`config.mk`:
```
export PLATFORM = sky130hd
export DESIGN_NAME = muldiv_sequencer
export DESIGN_NICKNAME = d
export VERILOG_FILES = /design/src/rtl/muldiv_sequencer.sv
export SDC_FILE = /design/constraint.sdc
export NUM_CORES = 1
export LEC_CHECK = 0
export BUFFER_PORTS_ARGS = -buffer_cell sky130_fd_sc_hd__buf_2
export CAP_MARGIN = 10
export CORE_ASPECT_RATIO = 2
export CORE_MARGIN = 2
export CORE_UTILIZATION = 40
export DETAILED_ROUTE_END_ITERATION = 10
export GPL_TIMING_DRIVEN = 0
export PLACE_DENSITY = 0.63
export SLEW_MARGIN = 20
export SYNTH_ARGS = -nofsm -noshare
export SYNTH_HDL_FRONTEND = slang
export SYNTH_SLANG_ARGS = --single-unit
export TNS_END_PERCENT = 1
```
`constraint.sdc`:
```
create_clock -name i_clock -period 3.4 [get_ports i_clock]
set_clock_uncertainty 0.05 [all_clocks]
set_input_delay 0.51 -clock i_clock [delete_from_list [all_inputs] [get_ports i_clock]]
set_output_delay 0.51 -clock i_clock [all_outputs]
set_load 0.03 [all_outputs]
```
`src/rtl/muldiv_sequencer.sv`:
```
// Iterative shift-add multiply / restoring divide with HI/LO registers and pipeline stall.
// Optional signed support is built when SIGNED_MULDIV_EN is defined.
module muldiv_sequencer #(
   parameter int WIDTH = 32,
   parameter int CNT_W = 6
) (
   input  logic             i_clock,
   input  logic             i_reset,
   input  logic             i_start,
   input  logic [1:0]       i_op,
   input  logic [WIDTH-1:0] i_a,
   input  logic [WIDTH-1:0] i_b,
   input  logic             i_hilo_read,
   output logic             o_ready,
   output logic             o_busy,
   output logic             o_done,
   output logic             o_div_by_zero,
   output logic             o_stall,
   output logic [WIDTH-1:0] o_hi,
   output logic [WIDTH-1:0] o_lo
);

   // state     | meaning
   // S_IDLE    | waiting for start
   // S_MUL_RUN | one shift-add multiply step per cycle
   // S_DIV_RUN | one restoring-divide quotient bit per cycle
   // S_FIX     | sign correction of the magnitude result (signed build only)
   // S_DONE    | result visible in hi/lo, done pulse, can accept again
   typedef enum logic [2:0] {
      S_IDLE    = 3'd0,
      S_MUL_RUN = 3'd1,
      S_DIV_RUN = 3'd2,
`ifdef SIGNED_MULDIV_EN
      S_FIX     = 3'd4,
`endif
      S_DONE    = 3'd3
   } state_t;

   state_t             r_state, w_next;
   logic [CNT_W-1:0]   r_cnt;
   logic [WIDTH-1:0]   r_wa, r_wh, r_wl;
   logic [WIDTH-1:0]   r_hi, r_lo;
   logic               r_div_by_zero;

   logic               w_accept, w_b_zero, w_last, w_sa, w_sb, w_signed;
   logic [WIDTH-1:0]   w_a_mag, w_b_mag;
   logic [WIDTH:0]     w_mul_sum, w_div_sh, w_div_diff;
   logic               w_div_ok;
   logic [WIDTH-1:0]   w_step_hi, w_step_lo;

`ifdef SIGNED_MULDIV_EN
   logic               r_signed, r_is_div, r_neg_q, r_neg_r;
   logic [2*WIDTH-1:0] w_prod_neg;
   assign w_signed   = i_op[1];
   assign w_sa       = i_op[1] & i_a[WIDTH-1];
   assign w_sb       = i_op[1] & i_b[WIDTH-1];
   assign w_prod_neg = -{r_wh, r_wl};
`else
   logic               w_unused_op1;
   assign w_unused_op1 = i_op[1];
   assign w_signed     = 1'b0;
   assign w_sa         = 1'b0;
   assign w_sb         = 1'b0;
`endif

   assign o_ready       = (r_state == S_IDLE) || (r_state == S_DONE);
   assign o_busy        = ~o_ready;
   assign o_done        = (r_state == S_DONE);
   assign o_stall       = i_hilo_read & o_busy;
   assign o_hi          = r_hi;
   assign o_lo          = r_lo;
   assign o_div_by_zero = r_div_by_zero;

   assign w_accept = i_start & o_ready;
   assign w_b_zero = (i_b == '0);
   assign w_last   = (r_cnt == '0);
   assign w_a_mag  = w_sa ? -i_a : i_a;
   assign w_b_mag  = w_sb ? -i_b : i_b;

   // Multiply: r_wl starts as the multiplier; product bits shift in from the top.
   assign w_mul_sum = {1'b0, r_wh} + (r_wl[0] ? {1'b0, r_wa} : '0);
   // Remainder < divisor before the shift, so the trial difference fits WIDTH+1 bits signed.
   assign w_div_sh   = {r_wh, r_wl[WIDTH-1]};
   assign w_div_diff = w_div_sh - {1'b0, r_wa};
   assign w_div_ok   = ~w_div_diff[WIDTH];

   always_comb begin
      w_step_hi = w_mul_sum[WIDTH:1];
      w_step_lo = {w_mul_sum[0], r_wl[WIDTH-1:1]};
      if (r_state == S_DIV_RUN) begin
         w_step_hi = w_div_ok ? w_div_diff[WIDTH-1:0] : w_div_sh[WIDTH-1:0];
         w_step_lo = {r_wl[WIDTH-2:0], w_div_ok};
      end
   end

   always_comb begin
      w_next = r_state;
      case (r_state)
         S_IDLE, S_DONE: begin
            if (w_accept) begin
               if (i_op[0] && w_b_zero) w_next = S_DONE;
               else if (i_op[0])        w_next = S_DIV_RUN;
               else                     w_next = S_MUL_RUN;
            end else begin
               w_next = S_IDLE;
            end
         end
         S_MUL_RUN, S_DIV_RUN: begin
            if (w_last) begin
`ifdef SIGNED_MULDIV_EN
               w_next = r_signed ? S_FIX : S_DONE;
`else
               w_next = S_DONE;
`endif
            end
         end
`ifdef SIGNED_MULDIV_EN
         S_FIX:   w_next = S_DONE;
`endif
         default: w_next = S_IDLE;
      endcase
   end

   always_ff @(posedge i_clock) begin
      if (i_reset) r_state <= S_IDLE;
      else         r_state <= w_next;
   end

   always_ff @(posedge i_clock) begin
      if (i_reset) begin
         r_cnt         <= '0;
         r_wa          <= '0;
         r_wh          <= '0;
         r_wl          <= '0;
         r_hi          <= '0;
         r_lo          <= '0;
         r_div_by_zero <= 1'b0;
`ifdef SIGNED_MULDIV_EN
         r_signed      <= 1'b0;
         r_is_div      <= 1'b0;
         r_neg_q       <= 1'b0;
         r_neg_r       <= 1'b0;
`endif
      end else if (w_accept) begin
         r_div_by_zero <= i_op[0] & w_b_zero;
         r_cnt         <= CNT_W'(WIDTH - 1);
         r_wh          <= '0;
         r_wa          <= i_op[0] ? w_b_mag : w_a_mag;
         r_wl          <= i_op[0] ? w_a_mag : w_b_mag;
`ifdef SIGNED_MULDIV_EN
         r_signed      <= w_signed;
         r_is_div      <= i_op[0];
         r_neg_q       <= w_sa ^ w_sb;
         r_neg_r       <= w_sa;
`endif
         if (i_op[0] && w_b_zero) begin
            r_hi <= i_a;
            r_lo <= '1;
         end
      end else if (r_state == S_MUL_RUN || r_state == S_DIV_RUN) begin
         r_cnt <= r_cnt - 1'b1;
         r_wh  <= w_step_hi;
         r_wl  <= w_step_lo;
         if (w_last && !w_signed_run()) begin
            r_hi <= w_step_hi;
            r_lo <= w_step_lo;
         end
`ifdef SIGNED_MULDIV_EN
      end else if (r_state == S_FIX) begin
         if (r_is_div) begin
            r_lo <= r_neg_q ? -r_wl : r_wl;
            r_hi <= r_neg_r ? -r_wh : r_wh;
         end else begin
            {r_hi, r_lo} <= r_neg_q ? w_prod_neg : {r_wh, r_wl};
         end
`endif
      end
   end

   function automatic logic w_signed_run();
`ifdef SIGNED_MULDIV_EN
      return r_signed;
`else
      return 1'b0;
`endif
   endfunction

endmodule

```
==> metrics.csv <==
metric,value,unit
antenna_found_initial,0,
grt_util_met2,0.5143,
worstSetupEndpointType,flop,
synth_fp_nets,1744,
final_common_cell,dfxtp_1,
clk_path_buf_depth,2,
syn_area,12370,µm²
placed_cell_area,13530,µm²
drc,0,
postRouteAntennaNets,0,
via_count,13625,
slew_headroom,0.2595,
yosysSeqAreaShare,0.2735,
violations,negative setup slack,
met1_usage,0.4020,
status,"finished, violations left",
h-tree-depth,4,
finalHoldViolCount,0,
slew_violations,0,
fin_ws,-0.3711,ns
die_w,128.4,µm
fmax,265.2,MHz
synth.avg_cell_area,7.708,µm²
overflow,0,
vias_per_cell,6.320,
r2r-start,r_wl[0],
final_area,14650,µm²
grt_max_degree,17,
sw_frac_of_total,0.4801,
crit_fanout,3,
async_reset_ff_frac,0,
ys_types,78,
layout_worst_path_cycle_share,1.109,
gp_congestion,1.004,
p_int,5.345,mW
synth_edf_count,0,
clock-root-buffer,clkbuf_16,
final-seq-area,3393,µm²
final.setup.tns,-4.071,ns
first_iter_violations,1337,
totalPowerFinal,10.28,mW
grt_usage,0.3261,
finalCriticalPeriod,3.771,ns
synthTopCellsByArea,"dfxtp_1, ha_1, mux2i_1",
ir_worst_vdd,434.1,µV
multi_input_area,8695,µm²
cts_tree,built,
hold_path_end,o_hi[5],
cts.clk_slew.worst_paths,0.07,ns
min_path_type,in2reg,
cp.required,3.73,ns
wirelength,53.56,mm
yosys_warnings,0,
io_pins,139,
worst_pin_slew,1.111,ns
busiest_layer,met2,
p_switching,4.935,mW
drv_cap,0,
nNetsFinal,1910,
io_buffers,135,
die_height,252.7,µm
rr_worst_depth,13,
cts_buffers,17,
whs_path_depth,3,
synthFlopType,dfxtp_1,
grt_pass1_vias,12854,
power.density,701.8,nW/µm²
grt_pass1_wl,78.43,mm
antenna_cells,0,
clock_sinks,169,
r2r_slack,-0.37,ns
synth_cells,1605,
use_met3,0.06012,
p_leak,6.192,nW
die_area,32440,µm²
synth.top_cell.area_share,0.2735,
ys_ff_latch,169,
wl_per_cell,24.84,µm
drive_above_1_share,0.1816,
setup_viol,35,
yosys.area.top_type,dfxtp_1,
row_count,91,
core_area,30630,µm²
holdBufCountCts,0,
firstDrtPassIters,5,
final_cell_mix,"dfxtp_1, nor2_1, buf_2",
clock_power_share,0.201,
areaGrowthSynthToFinish,18.40,%
r2r-end,o_hi[27],
n_fill_cell,3108,
min_from,i_a[5],
cp.arrival,4.10,ns
path_class,reg2reg,
initial_core_util,0.4039,
worstSetupStartpointType,flop,
detailed_place_hpwl,40.99,mm
worst_skew_pair.late_latency,0.46,ns
power_frac_comb,0.535,
final_util,0.4782,
seqPwrFrac,0.264,
rsz0062_at_grt,true,
-- power groups by stage --
stage	combinational (mW)	sequential [mW]	clock (mW)
final	5.50	2.71	2.07
after global routing	5.84	2.74	2.13
after detailed placement	4.94	2.73	0
after global placement	4.93	2.73	0
after CTS	5.28	2.68	2.06
after floorplan	3.19	2.80	0
-- state kept, by name, indices dropped and copies added, names as in the netlist --
name / cells
o_hi: 32
o_lo: 32
r_wa: 32
r_wh: 32
r_wl: 32
r_cnt: 6
r_state: 2
o_div_by_zero: 1
-- routing by layer --
layer / wire length, µm / vias up
li1: - / 6209
met1: 20940 / 6440
met2: 23990 / 786
met3: 4651 / 190
met4: 3983 / 0
met5: 0 / -
-- cells in the mapped netlist, drive strengths merged, types with 3 or more instances --
cell and number:
o211ai 29, and3 18, xnor2 18, o21ai 100, a21oi 109, or3 19, dfxtp 169, nor4b 3
nand2 138, nor2 163, xor2 29, a211oi 91, o211a 10, o311a 5, ha 67, o31a 3
o311ai 5, a211o 7, buf 30, nor4 13, nor2b 17, o31ai 7, a31o 4, or2 4
a21o 25, o21a 12, mux2 36, nor3 86, clkbuf 86, o21bai 7, a311o 6, a311oi 7
nand4 17, a31oi 20, nand3 29, inv 52, and2 39, nor3b 5, nand2b 9, a21boi 3
a2111oi 3, mux2i 76
-- how the worst max path moves through the flow --
stage / end / from / slack, ns
after global routing: o_hi[23] / r_wl[0] / -0.40
after global placement: o_hi[21] / r_state[0] / -1.42
after floorplan: r_wh[31] / r_wl[0] / 0.02
final: o_hi[27] / r_wl[0] / -0.37
after CTS: o_hi[27] / r_wl[0] / -0.34
after detailed placement: o_hi[29] / r_wl[0] / -0.94
-- cell families (layout without fill, tap and decap cells) --
family,after synthesis,after routing,synth area share
and+or+nand+nor,565,565,0.2163
AOI/OAI and AO/OA,475,475,0.2574
DFF,169,169,0.2735
buffers and inverters,168,347,0.05370
muxes,112,112,0.09426
adders and majority gates,69,69,0.07099
xor gates and xnor gates,47,47,0.03388
-- area by class of cell --
cell class,count,share of cell area
inverter,52,0.01333
clock inverter,14,0.01102
multi-input combinational,1268,0.5936
clock buffer,18,0.02998
tap,372,0.03178
sequential,169,0.2317
buffer,116,0.03571
timing repair buffer,147,0.05296
-- worst max-delay path: stages (launching register included) --
cell      delay [ns]
dfxtp_4         0.36
clkbuf_8        0.14
and2_4          0.16
ha_4            0.16
fa_2            0.40
a211oi_4        0.25
o21bai_2        0.12
a221o_2         0.45
a211o_1         0.36
a21o_1          0.22
a211oi_2        0.28
mux2i_1         0.37
mux2i_1         0.16
a211oi_2        0.22
-- stage by stage --
stage / hold slack (ns) / setup WS (ns) / std cells
after global routing: 0.3646 / -0.4043 / 2156
after CTS: 0.3145 / -0.3361 / 2156
after detailed placement: 0.4094 / -0.9443 / 2113
after global placement: 0.4157 / -1.419 / 2112
after floorplan: 0.4147 / 0.01734 / 1605
final: 0.3217 / -0.3711 / 2156
-- repair_timing --
item | CTS | global route
resized for setup | 73 | 44
buffers inserted | 10 | 0
pin swaps | 25 | 9
setup endpoints to repair | 99 | 100
gates cloned | 1 | 0
(Power assumes the default switching activity.)
